===== src/rtl/fpga_robots_game_lockmon.sv =====
// Clock-lock supervisor: synchronises PLL lock flags, qualifies their stability and sequences the game reset.
// Define FPGA_ROBOTS_GAME_LOCKMON_COUNT_EN to build the saturating lock-loss counter; otherwise loss_count is 0.
module fpga_robots_game_lockmon #(
  parameter int N_LOCKS       = 2,
  parameter int SYNC_STAGES   = 2,
  parameter int STABLE_CYCLES = 1024,
  parameter int HOLD_CYCLES   = 16,
  parameter int CNT_W         = 8
) (
  input  logic               clk,
  input  logic               rst,
  input  logic [N_LOCKS-1:0] locks_async,
  output logic               game_rst,
  output logic               ready,
  output logic [1:0]         state,
  output logic               lock_lost,
  output logic [CNT_W-1:0]   loss_count
);

  localparam logic [1:0] S_WAIT = 2'b00;
  localparam logic [1:0] S_HOLD = 2'b01;
  localparam logic [1:0] S_RUN  = 2'b10;

  localparam int STAB_W = (STABLE_CYCLES > 1) ? $clog2(STABLE_CYCLES) : 1;
  localparam int HOLD_W = (HOLD_CYCLES > 1) ? $clog2(HOLD_CYCLES) : 1;
  localparam logic [STAB_W-1:0] STAB_LAST = STAB_W'(STABLE_CYCLES - 1);
  localparam logic [HOLD_W-1:0] HOLD_LAST = HOLD_W'(HOLD_CYCLES - 1);

  logic [N_LOCKS-1:0] sync_q [SYNC_STAGES];
  logic               all_locked;

  logic [1:0]        state_q, state_d;
  logic [STAB_W-1:0] stab_q, stab_d;
  logic [HOLD_W-1:0] hold_q, hold_d;
  logic              loss_event;
  logic              game_rst_q, ready_q, lock_lost_q;

  always_ff @(posedge clk or posedge rst) begin
    if (rst) begin
      for (int i = 0; i < SYNC_STAGES; i++) sync_q[i] <= '0;
    end else begin
      sync_q[0] <= locks_async;
      for (int i = 1; i < SYNC_STAGES; i++) sync_q[i] <= sync_q[i-1];
    end
  end

  assign all_locked = &sync_q[SYNC_STAGES-1];

  // Any unlocked edge outside WAIT is a loss event and restarts qualification from zero.
  always_comb begin
    state_d    = state_q;
    stab_d     = stab_q;
    hold_d     = hold_q;
    loss_event = 1'b0;
    case (state_q)
      S_WAIT: begin
        if (!all_locked) begin
          stab_d = '0;
        end else if (stab_q == STAB_LAST) begin
          state_d = S_HOLD;
          stab_d  = '0;
          hold_d  = '0;
        end else begin
          stab_d = stab_q + 1'b1;
        end
      end
      S_HOLD: begin
        if (!all_locked) begin
          state_d    = S_WAIT;
          loss_event = 1'b1;
          stab_d     = '0;
          hold_d     = '0;
        end else if (hold_q == HOLD_LAST) begin
          state_d = S_RUN;
          hold_d  = '0;
        end else begin
          hold_d = hold_q + 1'b1;
        end
      end
      S_RUN: begin
        if (!all_locked) begin
          state_d    = S_WAIT;
          loss_event = 1'b1;
          stab_d     = '0;
          hold_d     = '0;
        end
      end
      default: begin
        state_d = S_WAIT;
        stab_d  = '0;
        hold_d  = '0;
      end
    endcase
  end

  // Outputs are decoded from the next state so they change on the same edge as state_q.
  always_ff @(posedge clk or posedge rst) begin
    if (rst) begin
      state_q     <= S_WAIT;
      stab_q      <= '0;
      hold_q      <= '0;
      game_rst_q  <= 1'b1;
      ready_q     <= 1'b0;
      lock_lost_q <= 1'b0;
    end else begin
      state_q     <= state_d;
      stab_q      <= stab_d;
      hold_q      <= hold_d;
      game_rst_q  <= (state_d != S_RUN);
      ready_q     <= (state_d == S_RUN);
      lock_lost_q <= loss_event;
    end
  end

  assign state     = state_q;
  assign game_rst  = game_rst_q;
  assign ready     = ready_q;
  assign lock_lost = lock_lost_q;

`ifdef FPGA_ROBOTS_GAME_LOCKMON_COUNT_EN
  logic [CNT_W-1:0] loss_cnt_q;

  always_ff @(posedge clk or posedge rst) begin
    if (rst) begin
      loss_cnt_q <= '0;
    end else if (loss_event && (loss_cnt_q != '1)) begin
      loss_cnt_q <= loss_cnt_q + 1'b1;
    end
  end

  assign loss_count = loss_cnt_q;
`else
  assign loss_count = '0;
`endif

endmodule


===== config.mk =====
export PLATFORM = sky130hd
export DESIGN_NAME = fpga_robots_game_lockmon
export DESIGN_NICKNAME = d
export VERILOG_FILES = /design/src/rtl/fpga_robots_game_lockmon.sv
export SDC_FILE = /design/constraint.sdc
export NUM_CORES = 1
export LEC_CHECK = 0
export BUFFER_PORTS_ARGS = -buffer_cell sky130_fd_sc_hd__clkbuf_2
export CAP_MARGIN = 40
export CORE_UTILIZATION = 37
export CTS_CLUSTER_SIZE = 40
export DETAILED_ROUTE_END_ITERATION = 10
export HOLD_SLACK_MARGIN = 0.1
export PLACE_DENSITY = 0.68
export SYNTH_ARGS = -nofsm -noshare
export SYNTH_HDL_FRONTEND = slang
export SYNTH_SLANG_ARGS = --single-unit

===== constraint.sdc =====
create_clock -name clk -period 1.8 [get_ports clk]
set_input_delay 0.09 -clock clk [delete_from_list [all_inputs] [get_ports clk]]
set_output_delay 0.09 -clock clk [all_outputs]
set_load 0.02 [all_outputs]

==> out/results.tsv, run 1 <==
metric	value	unit
maxCapViolCount	0	
finalWorstSetupSlack	0.09852	ns
min_period	1.701	ns
die_y	60.39	um
tritoncts	yes	
cts_buffers	3	
wl_per_cell	12.11	um
clkPwrFrac	0.295	
end_kind	flop	
hold_path.class	in -> async	
yosysUniqueCellTypes	36	
synth_top_area_share	0.4365	
synth_commonest_cells	dfrtp_1, nor2_1, o21ai_0	
r2r_start	state[1]	
dp.cells	181	
cts_root_buf	clkbuf_4	
synth-edff-count	0	
power_frac_comb	0.056	
grt_max_degree	15	
dpl.hpwl	1693	um
maxSlewViolCount	0	
drt_wl_total	2289	um
crit_fanout	8	
p_sw	0.1997	mW
place_ws	0.09917	ns
clk_pin_slew	0.13	ns
num_rows	20	
yosysTopAreaCell	dfrtp_1	
utilization	0.4512	
stdcell_count	189	
r2r_setup_slack	0.1	ns
reg2regPathDepth	6	
firstDrtPassIters	4	
finalSetupViolations	0	
antenna_found_initial	0	
ys.flop_type	dfrtp_1	
die_area	0.003646	mm^2
drt_iter0_drc	19	
rr_endpoint	stab_q[9]	
grt_pass1_wl	4105	um
portBuffers	8	
grt-ovfl-total	0	
outcome	finished, final reports clean	
cp.arrival	1.95	ns
synth.area.top_cells	dfrtp_1, ha_1, buf_4, o21ai_0, and3_1	
rsz0062_at_grt	false	
postRouteAntennaNets	0	
track_usage	0.1535	
async_flop_share	1.000	
period_share	0.9453	
avgViaCountPerCell	5.286	
vdd_drop_max	0.0004833	V
max-clock-path-buffers	2	
clkSinkCount	23	
antenna_cells	0	
nets	156	
p_per_area	575.7	mW/mm^2
core_area	0.003153	mm^2
grt_pass1_vias	930	
report.final.hold_viol_count	0	
layout-drive-gt1-share	0.1793	
finalSetupTns	0	ns
die_w	60.39	um
synth_seq_cells	23	
clk_latency	0.32	ns
p_int	0.6193	mW
fmax	587.7	MHz
syn2layout_area_growth	12.80	%
worstSetupPathType	reg -> reg	
power.share.sequential	0.649	
yosysMostFrequentCell	dfrtp_1	
routabilityCongestion	0.8229	
num_vias	999	
dpl_cell_area	0.001355	mm^2
pin_count	17	
start_util	0.4000	
required	2.04	ns
yosysSeqAreaShare	0.4573	
switching_share	0.2439	
postSynthCellCount	127	
power.leakage	0.6490	nW
postLayoutCellArea	0.001423	mm^2
syn-cell-area	0.001261	mm^2
finalClockSkew	0.01115	ns
yosys_warnings	0	
cp-start-kind	flop	
drc	0	
htreeDepth	1	
avgSynthCellArea	9.931	um^2
-- area by class of cell --
| class | count | area [um^2] |
|---|---|---|
| fill | 313 | 1730 |
| clock buffer | 3 | 22.52 |
| timing repair buffer | 16 | 107.6 |
| inverter | 5 | 18.77 |
| tap | 44 | 55.05 |
| clock inverter | 1 | 5.005 |
| sequential | 23 | 579.3 |
| multi-input combinational | 97 | 634.4 |
-- what timing repair did --
| item | 4_1_cts | 5_1_grt |
|---|---|---|
| buffers inserted | 0 | 1 |
| resized for setup | 0 | 1 |
| endpoints found under the hold margin | 25 | 0 |
| hold buffers | 3 | 0 |
| endpoints found under the setup margin | 0 | 6 |
-- layer usage --
| layer | wire, um | global-route usage |
|---|---|---|
| met1 | 1067 | 0.2025 |
| met2 | 1097 | 0.2386 |
| met3 | 70 | 0.02132 |
| met4 | 53 | 0.09635 |
| met5 | 0 | 0 |
-- worst max-delay path by stage --
stage / cells past startpoint / start / to
2_1_floorplan: 6 / state[0] / stab_q[9]
3_3_place_gp: 6 / state[1] / hold_q[3]
3_5_place_dp: 6 / state[1] / hold_q[3]
4_1_cts: 6 / state[1] / stab_q[9]
5_1_grt: 6 / state[1] / stab_q[9]
6_report: 6 / state[1] / stab_q[9]
-- logic make-up (layout without fill, tap and decap cells) --
family | count (synthesis) | in the layout | synth area share
AND/OR/NAND/NOR | 47 | 47 | 0.1984
AO/OA/AOI/OAI | 31 | 31 | 0.1805
flip-flops | 23 | 23 | 0.4573
buffers and inverters | 14 | 25 | 0.06647
adder cells (fa/ha/maj) | 6 | 6 | 0.05952
XOR/XNOR | 5 | 5 | 0.03472
other | 1 | 8 | 0.002973
-- critical path: stages, from the launching register on --
cell and delay (ns):
dfrtp_2 0.44, inv_1 0.10, ha_2 0.33, nand3_2 0.10, nand3_1 0.09, or4_1 0.42
a21oi_1 0.15
-- power groups by stage --
| stage | logic, mW | clock network (mW) | registers (mW) |
|---|---|---|---|
| 5_1_grt | 0.0536 | 0.276 | 0.533 |
| 3_5_place_dp | 0.0426 | 0 | 0.541 |
| 2_1_floorplan | 0.0479 | 0 | 0.537 |
| 6_report | 0.0463 | 0.242 | 0.531 |
| 4_1_cts | 0.0477 | 0.253 | 0.531 |
| 3_3_place_gp | 0.0410 | 0 | 0.540 |
-- layout by cell type, fill, tap and decap left out, types with 6 or more instances in the layout --
cell      instances
and3_1            7
conb_1            8
dfrtp_1          20
nand2_1           8
nand3_1           6
clkbuf_2          8
o21ai_0           9
nor2_1            9
-- per-stage QoR --
step,hold WS [ns],power (mW)
2_1_floorplan,0.09104,0.5848
3_3_place_gp,0.05399,0.5812
3_5_place_dp,0.07120,0.5833
4_1_cts,0.2538,0.8322
5_1_grt,0.2839,0.8624
6_report,0.2525,0.8190
-- sequential cells by signal, indices dropped and copies added, names as in the netlist --
signal,count
game_rst,1
hold_q,4
lock_lost,1
ready,1
stab_q,10
state,2
sync_q,4
Note: power is estimated with default switching activity, not from simulation.
==> inputs of run 2 (changes only) <==
--- a/config.mk
+++ b/config.mk
@@ -11,7 +11,9 @@
 export CTS_CLUSTER_SIZE = 40
 export DETAILED_ROUTE_END_ITERATION = 10
 export HOLD_SLACK_MARGIN = 0.1
+export MAX_ROUTING_LAYER = met4
 export PLACE_DENSITY = 0.68
+export RECOVER_POWER = 50
 export SYNTH_ARGS = -nofsm -noshare
 export SYNTH_HDL_FRONTEND = slang
 export SYNTH_SLANG_ARGS = --single-unit
==> run 2 against run 1 <==
Net effect:
- die area stayed put
- clock skew is 0.00064 ns higher
- final area is 0.26% lower
- clock-buffer cell count stayed put
- via count is 0.10% higher
- wire length stayed put
- global-route usage is 0.50 points higher
- highest routed layer unchanged
- critical endpoint unchanged
- sequential share of layout area is 0.11 points higher
- total power hardly changed
==> out/results.tsv, run 2 (synthesis results as in run 1) <==
metric	value	unit	change
whs	0.2507	ns	-0.001729 ns
grt-ovfl-total	0		unchanged
outcome	finished, final reports clean		
drt_iter0_drc	20		+1
rsz0062_at_grt	false		
min_period	1.702	ns	+0.0002558 ns
start_util	0.4000		unchanged
cts_root_buf	clkbuf_4		
cp.arrival	1.95	ns	about the same
wl_per_cell	12.11	um	unchanged
avgViaCountPerCell	5.291		+0.10%
fmax	587.6	MHz	about the same
vdd_drop_max	0.0004842	V	+0.18%
drc	0		unchanged
die_y	60.39	um	unchanged
track_usage	0.1586		+0.005027
nets	156		unchanged
hold_path.class	in -> async		
clk_latency	0.32	ns	about the same
cp-start-kind	flop		
finalClockSkew	0.01179	ns	+0.0006419 ns
final_common_cell	dfrtp_1		
layout-drive-gt1-share	0.1724		-0.006897
die_area	0.003646	mm^2	unchanged
grt_pass1_wl	4112	um	+0.17%
antenna_found_initial	0		unchanged
num_rows	20		unchanged
routabilityCongestion	0.8353		+1.5%
pin_count	17		unchanged
crit_slowest_cell	dfrtp_2		
path_cells	inv_1 -> ha_2 -> nand3_2 -> nand3_1 -> or4_1 -> a21oi_1		
firstDrtPassIters	4		unchanged
largest_reg_flops	10		unchanged
finalSetupViolations	0		unchanged
top_regs	stab_q x10, hold_q x4, sync_q x4		
crit_fanout	8		unchanged
regMostFlops	stab_q		
power.leakage	0.6453	nW	-0.56%
maxCapViolCount	0		unchanged
clkSinkCount	23		unchanged
required	2.04	ns	about the same
tritoncts	yes		
p_per_area	577.0	mW/mm^2	+0.22%
worstSetupPathType	reg -> reg		
clk_pin_slew	0.13	ns	about the same
power	0.8187	mW	about the same
finalWorstSetupSlack	0.09826	ns	-0.0002558 ns
htreeDepth	1		unchanged
antenna_cells	0		unchanged
drt_wl_total	2289	um	unchanged
num_vias	1000		+0.10%
finalSetupTns	0	ns	unchanged
postRouteAntennaNets	0		unchanged
max-clock-path-buffers	2		unchanged
cts_buffers	3		unchanged
r2r_setup_slack	0.1	ns	about the same
portBuffers	8		unchanged
core_area	0.003153	mm^2	unchanged
maxSlewViolCount	0		unchanged
end_kind	flop		
grt_pass1_vias	930		unchanged
maxSlewHeadroom	0.5378		
die_w	60.39	um	unchanged
period_share	0.9454		about the same
tightest_slew	0.6933	ns	
syn2layout_area_growth	12.50	%	
report.final.hold_viol_count	0		unchanged
crit_path_max_incr_delay	0.44	ns	about the same
dpl.hpwl	1693	um	unchanged
mostFrequentLayoutCells	dfrtp_1, nor2_1, o21ai_0		
grt_max_degree	15		unchanged
place_ws	0.09917	ns	unchanged
==> run 2: cell count changes in the layout (fill, tap and decap cells not counted) <==
cell      previous run  this run
buf_4                5         4
clkbuf_1             0         1
==> run 2: where the power goes <==
group          internal (mW)  switching [mW]
clock                 0.0832           0.159
combinational         0.0119          0.0334
sequential             0.523         0.00789
==> run 2: path summary, 6_finish.rpt <==
kind                            from   endpoint  cells past startpoint
setup / recovery            state[1]  stab_q[9]                      6
hold / removal                   rst  sync_q[3]                      3
setup reg to reg            state[1]  stab_q[9]                      6
hold reg to reg            sync_q[2]  sync_q[0]                      0
max in group asynchronous        rst  stab_q[8]                      4
min in group clk           sync_q[2]  sync_q[0]                      0
==> run 2: repair_timing <==
| action | CTS | global route |
|---|---|---|
| endpoints found under the hold margin | 25 | 0 |
| setup buffers | 0 | 1 |
| setup endpoints to repair | 0 | 6 |
| resized for setup | 0 | 1 |
| hold buffers | 3 | 0 |
==> run 2: layout make-up <==
type / instances / area (um^2)
Timing Repair Buffer: 16 / 103.9
Clock buffer: 3 / 22.52
Inverter: 5 / 18.77
Fill cell: 315 / 1734
Clock inverter: 1 / 5.005
Tap cell: 44 / 55.05
Multi-Input combinational cell: 97 / 634.4
Sequential cell: 23 / 579.3
==> run 2: critical path: cells and delay by family (launching register included) <==
family | cells | cell delay [ns]
buf+inv | 1 | 0.10
compound gates | 1 | 0.15
fa+ha+maj | 1 | 0.33
simple gates | 3 | 0.61
flops | 1 | 0.44
==> run 2: through the flow <==
step	util	area, um^2	std cells
after floorplan	-	1295	134
after global placement	0.4298	1355	181
after global routing	0.4500	1419	189
after detailed placement	0.4298	1355	181
final	0.4500	1419	189
after CTS	0.4480	1413	188
==> run 2: layer usage <==
metal / track usage / part of all wire
met1: 0.2025 / 0.47
met2: 0.2386 / 0.48
met3: 0.02132 / 0.028
met4: 0.09635 / 0.022
met5: - / 0
==> inputs of run 3 (changes only) <==
==> constraint.sdc (replaced) <==
create_clock -name clk -period 1.8 [get_ports clk]
set_input_delay 0.36 -clock clk [delete_from_list [all_inputs] [get_ports clk]]
set_output_delay 0.36 -clock clk [all_outputs]
set_load 0.02 [all_outputs]
==> run 3 against run 2 <==
Net effect:
- worst setup slack better by 0.0075 ns
- combinational power fell by 6.4%
- clock power fell by 4%
- global-route usage decreased by 0.80 points
- flip-flop and latch count unchanged
- sequential power hardly changed
- critical path depth unchanged
- worst hold slack worse by 0.10 ns
- total power decreased by 1.5%
- first-iteration DRC count rose by 75%
- clock skew down 0.010 ns
- largest power group unchanged
==> out/results.tsv, run 3 (synthesis results as in run 1) <==
metric	value	unit	change
core_area	0.003153	mm^2	unchanged
crit_slowest_cell	dfrtp_2		
num_rows	20		unchanged
clk_pin_slew	0.12	ns	about the same
die_w	60.39	um	unchanged
power	0.8062	mW	-1.5%
cp-start-kind	flop		
finalSetupViolations	0		unchanged
crit_fanout	8		unchanged
drt_wl_total	2280	um	-0.39%
avgViaCountPerCell	5.263		-0.52%
vdd_drop_max	0.0004411	V	-8.9%
outcome	finished, final reports clean		
final_common_cell	dfrtp_1		
maxSlewViolCount	0		unchanged
power_frac_comb	0.053		-0.002
drt_iter0_drc	35		+75%
grt_pass1_vias	894		-3.9%
power.leakage	0.6340	nW	-1.8%
met2RoutedLength	1098	um	+0.18%
period_share	0.9412		-0.004168
whs	0.1458	ns	-0.1050 ns
clkPwrFrac	0.288		-0.008
holdCritStartpoint	locks_async[0]		
cts_buffers	3		unchanged
reg2regPathDepth	6		unchanged
hold_path.class	in -> reg		
grt_max_degree	14		-1
path_depth	6		unchanged
required	2.01	ns	-0.03 ns
antenna_found_initial	0		unchanged
postRouteAntennaNets	0		unchanged
die_area	0.003646	mm^2	unchanged
dr_wl_met3	126	um	+94%
highest_layer	met4		
finalSetupTns	0	ns	unchanged
htreeDepth	1		unchanged
layout-drive-gt1-share	0.1831		+0.01068
r2r_start	state[0]		
power.share.sequential	0.659		+0.010
p_per_area	571.3	mW/mm^2	-0.99%
p_int	0.6153	mW	-0.50%
max-clock-path-buffers	2		unchanged
routabilityCongestion	0.8513		+1.9%
min_path_cells	1		
stdcell_count	186		-1.6%
portBuffers	8		unchanged
nets	153		-1.9%
worst-path-buf-inv	1		unchanged
grt-ovfl-total	0		unchanged
clkSinkCount	23		unchanged
top_regs	stab_q x10, hold_q x4, sync_q x4		
mostFrequentLayoutCells	dfrtp_1, nor2_1, o21ai_0		
crit_family	compound AO/OA/AOI/OAI gates		
report.final.hold_viol_count	0		unchanged
firstDrtPassIters	4		unchanged
end_kind	flop		
largest_reg_flops	10		unchanged
place_ws	0.06364	ns	-0.03552 ns
worstSetupPathType	reg -> reg		
crit_start	state[0]		
wl_met1	1036	um	-3.6%
drc	0		unchanged
finalClockSkew	0.001633	ns	-0.01016 ns
track_usage	0.1506		-0.007951
regMostFlops	stab_q		
start_util	0.4000		unchanged
tritoncts	yes		
crit_path_max_incr_delay	0.43	ns	about the same
finalWorstSetupSlack	0.1058	ns	+0.007502 ns
pin_count	17		unchanged
dpl.hpwl	1691	um	-0.16%
p_sw	0.1910	mW	-4.7%
path_cells	inv_1 -> ha_1 -> nand3_1 -> a41oi_4 -> nor4_1 -> a211o_1		
die_y	60.39	um	unchanged
num_vias	979		-2.1%
wl_per_cell	12.26	um	+1.2%
switching_share	0.2369		-0.007825
syn2layout_area_growth	11.90	%	
cp.arrival	1.90	ns	-0.05 ns
antenna_cells	0		unchanged
rsz0062_at_grt	false		
tightest_slew	0.6904	ns	-0.002946 ns
clk_latency	0.31	ns	about the same
cts_setup_buffers	0		unchanged
maxCapViolCount	0		unchanged
grt_pass1_wl	3905	um	-5.0%
fmax	590.2	MHz	+0.44%
cts_root_buf	clkbuf_4		
min_period	1.694	ns	-0.007502 ns
maxSlewHeadroom	0.5398		+0.001965
dp.cells	181		unchanged
[run 3: cell count changes in the layout (fill, tap and decap cells not counted)]
cell | before | now
ha_2 | 1 | 0
ha_4 | 0 | 1
a21oi_2 | 0 | 1
buf_4 | 4 | 3
dlygate4sd3_1 | 3 | 1
nor4_2 | 0 | 1
a21oi_1 | 5 | 4
nor4_1 | 2 | 1
[run 3: worst paths after layout]
kind                            slack (ns)        end
min in group asynchronous             0.55  sync_q[3]
worst max register to register        0.11  hold_q[3]
worst max-delay path                  0.11  hold_q[3]
worst min register to register        0.37  sync_q[0]
worst min-delay path                  0.15  sync_q[2]
max in group asynchronous             0.31  stab_q[2]
[run 3: layout make-up]
cell class              instances  area (um^2)
flip-flops and latches         23        579.3
well taps                      44        55.05
repair buffers                 13        76.32
fillers                       300         1742
multi-input cells              97        654.4
clock inverters                 1        5.005
inverters                       5        18.77
clock buffers                   3        22.52
[run 3: power by group through the flow]
stage / combinational, mW / clock [mW] / sequential (mW)
5_1_grt: 0.0484 / 0.266 / 0.533
6_report: 0.0424 / 0.232 / 0.531
4_1_cts: 0.0444 / 0.244 / 0.531
2_1_floorplan: 0.0479 / 0 / 0.537
3_3_place_gp: 0.0409 / 0 / 0.540
3_5_place_dp: 0.0425 / 0 / 0.541
[run 3: metal layers]
layer  GRT usage  up-vias
met5           -        -
met1      0.1902      463
met4     0.03987        0
li1            -      480
met3     0.04478        2
met2      0.2355       34
[run 3: timing repair]
action | in CTS | in global routing
hold buffers | 1 | 0
endpoints found under the setup margin | 0 | 5
gates resized for setup | 0 | 4
endpoints found under the hold margin | 9 | 0
[run 3: metrics by stage]
stage                     instance area [um^2]    util
after floorplan                           1295       -
after global placement                    1355  0.4298
after detailed placement                  1355  0.4298
after CTS                                 1393  0.4417
after global routing                      1411  0.4476
final                                     1411  0.4476
[run 3: worst reg2reg max path: cells and delay by family, from the launching register on]
family	cells	cell delay [ns]
buffers and inverters	1	0.12
AO/OA/AOI/OAI	2	0.59
flip-flops	1	0.43
adder cells (fa/ha/maj)	1	0.21
AND/OR/NAND/NOR	2	0.25
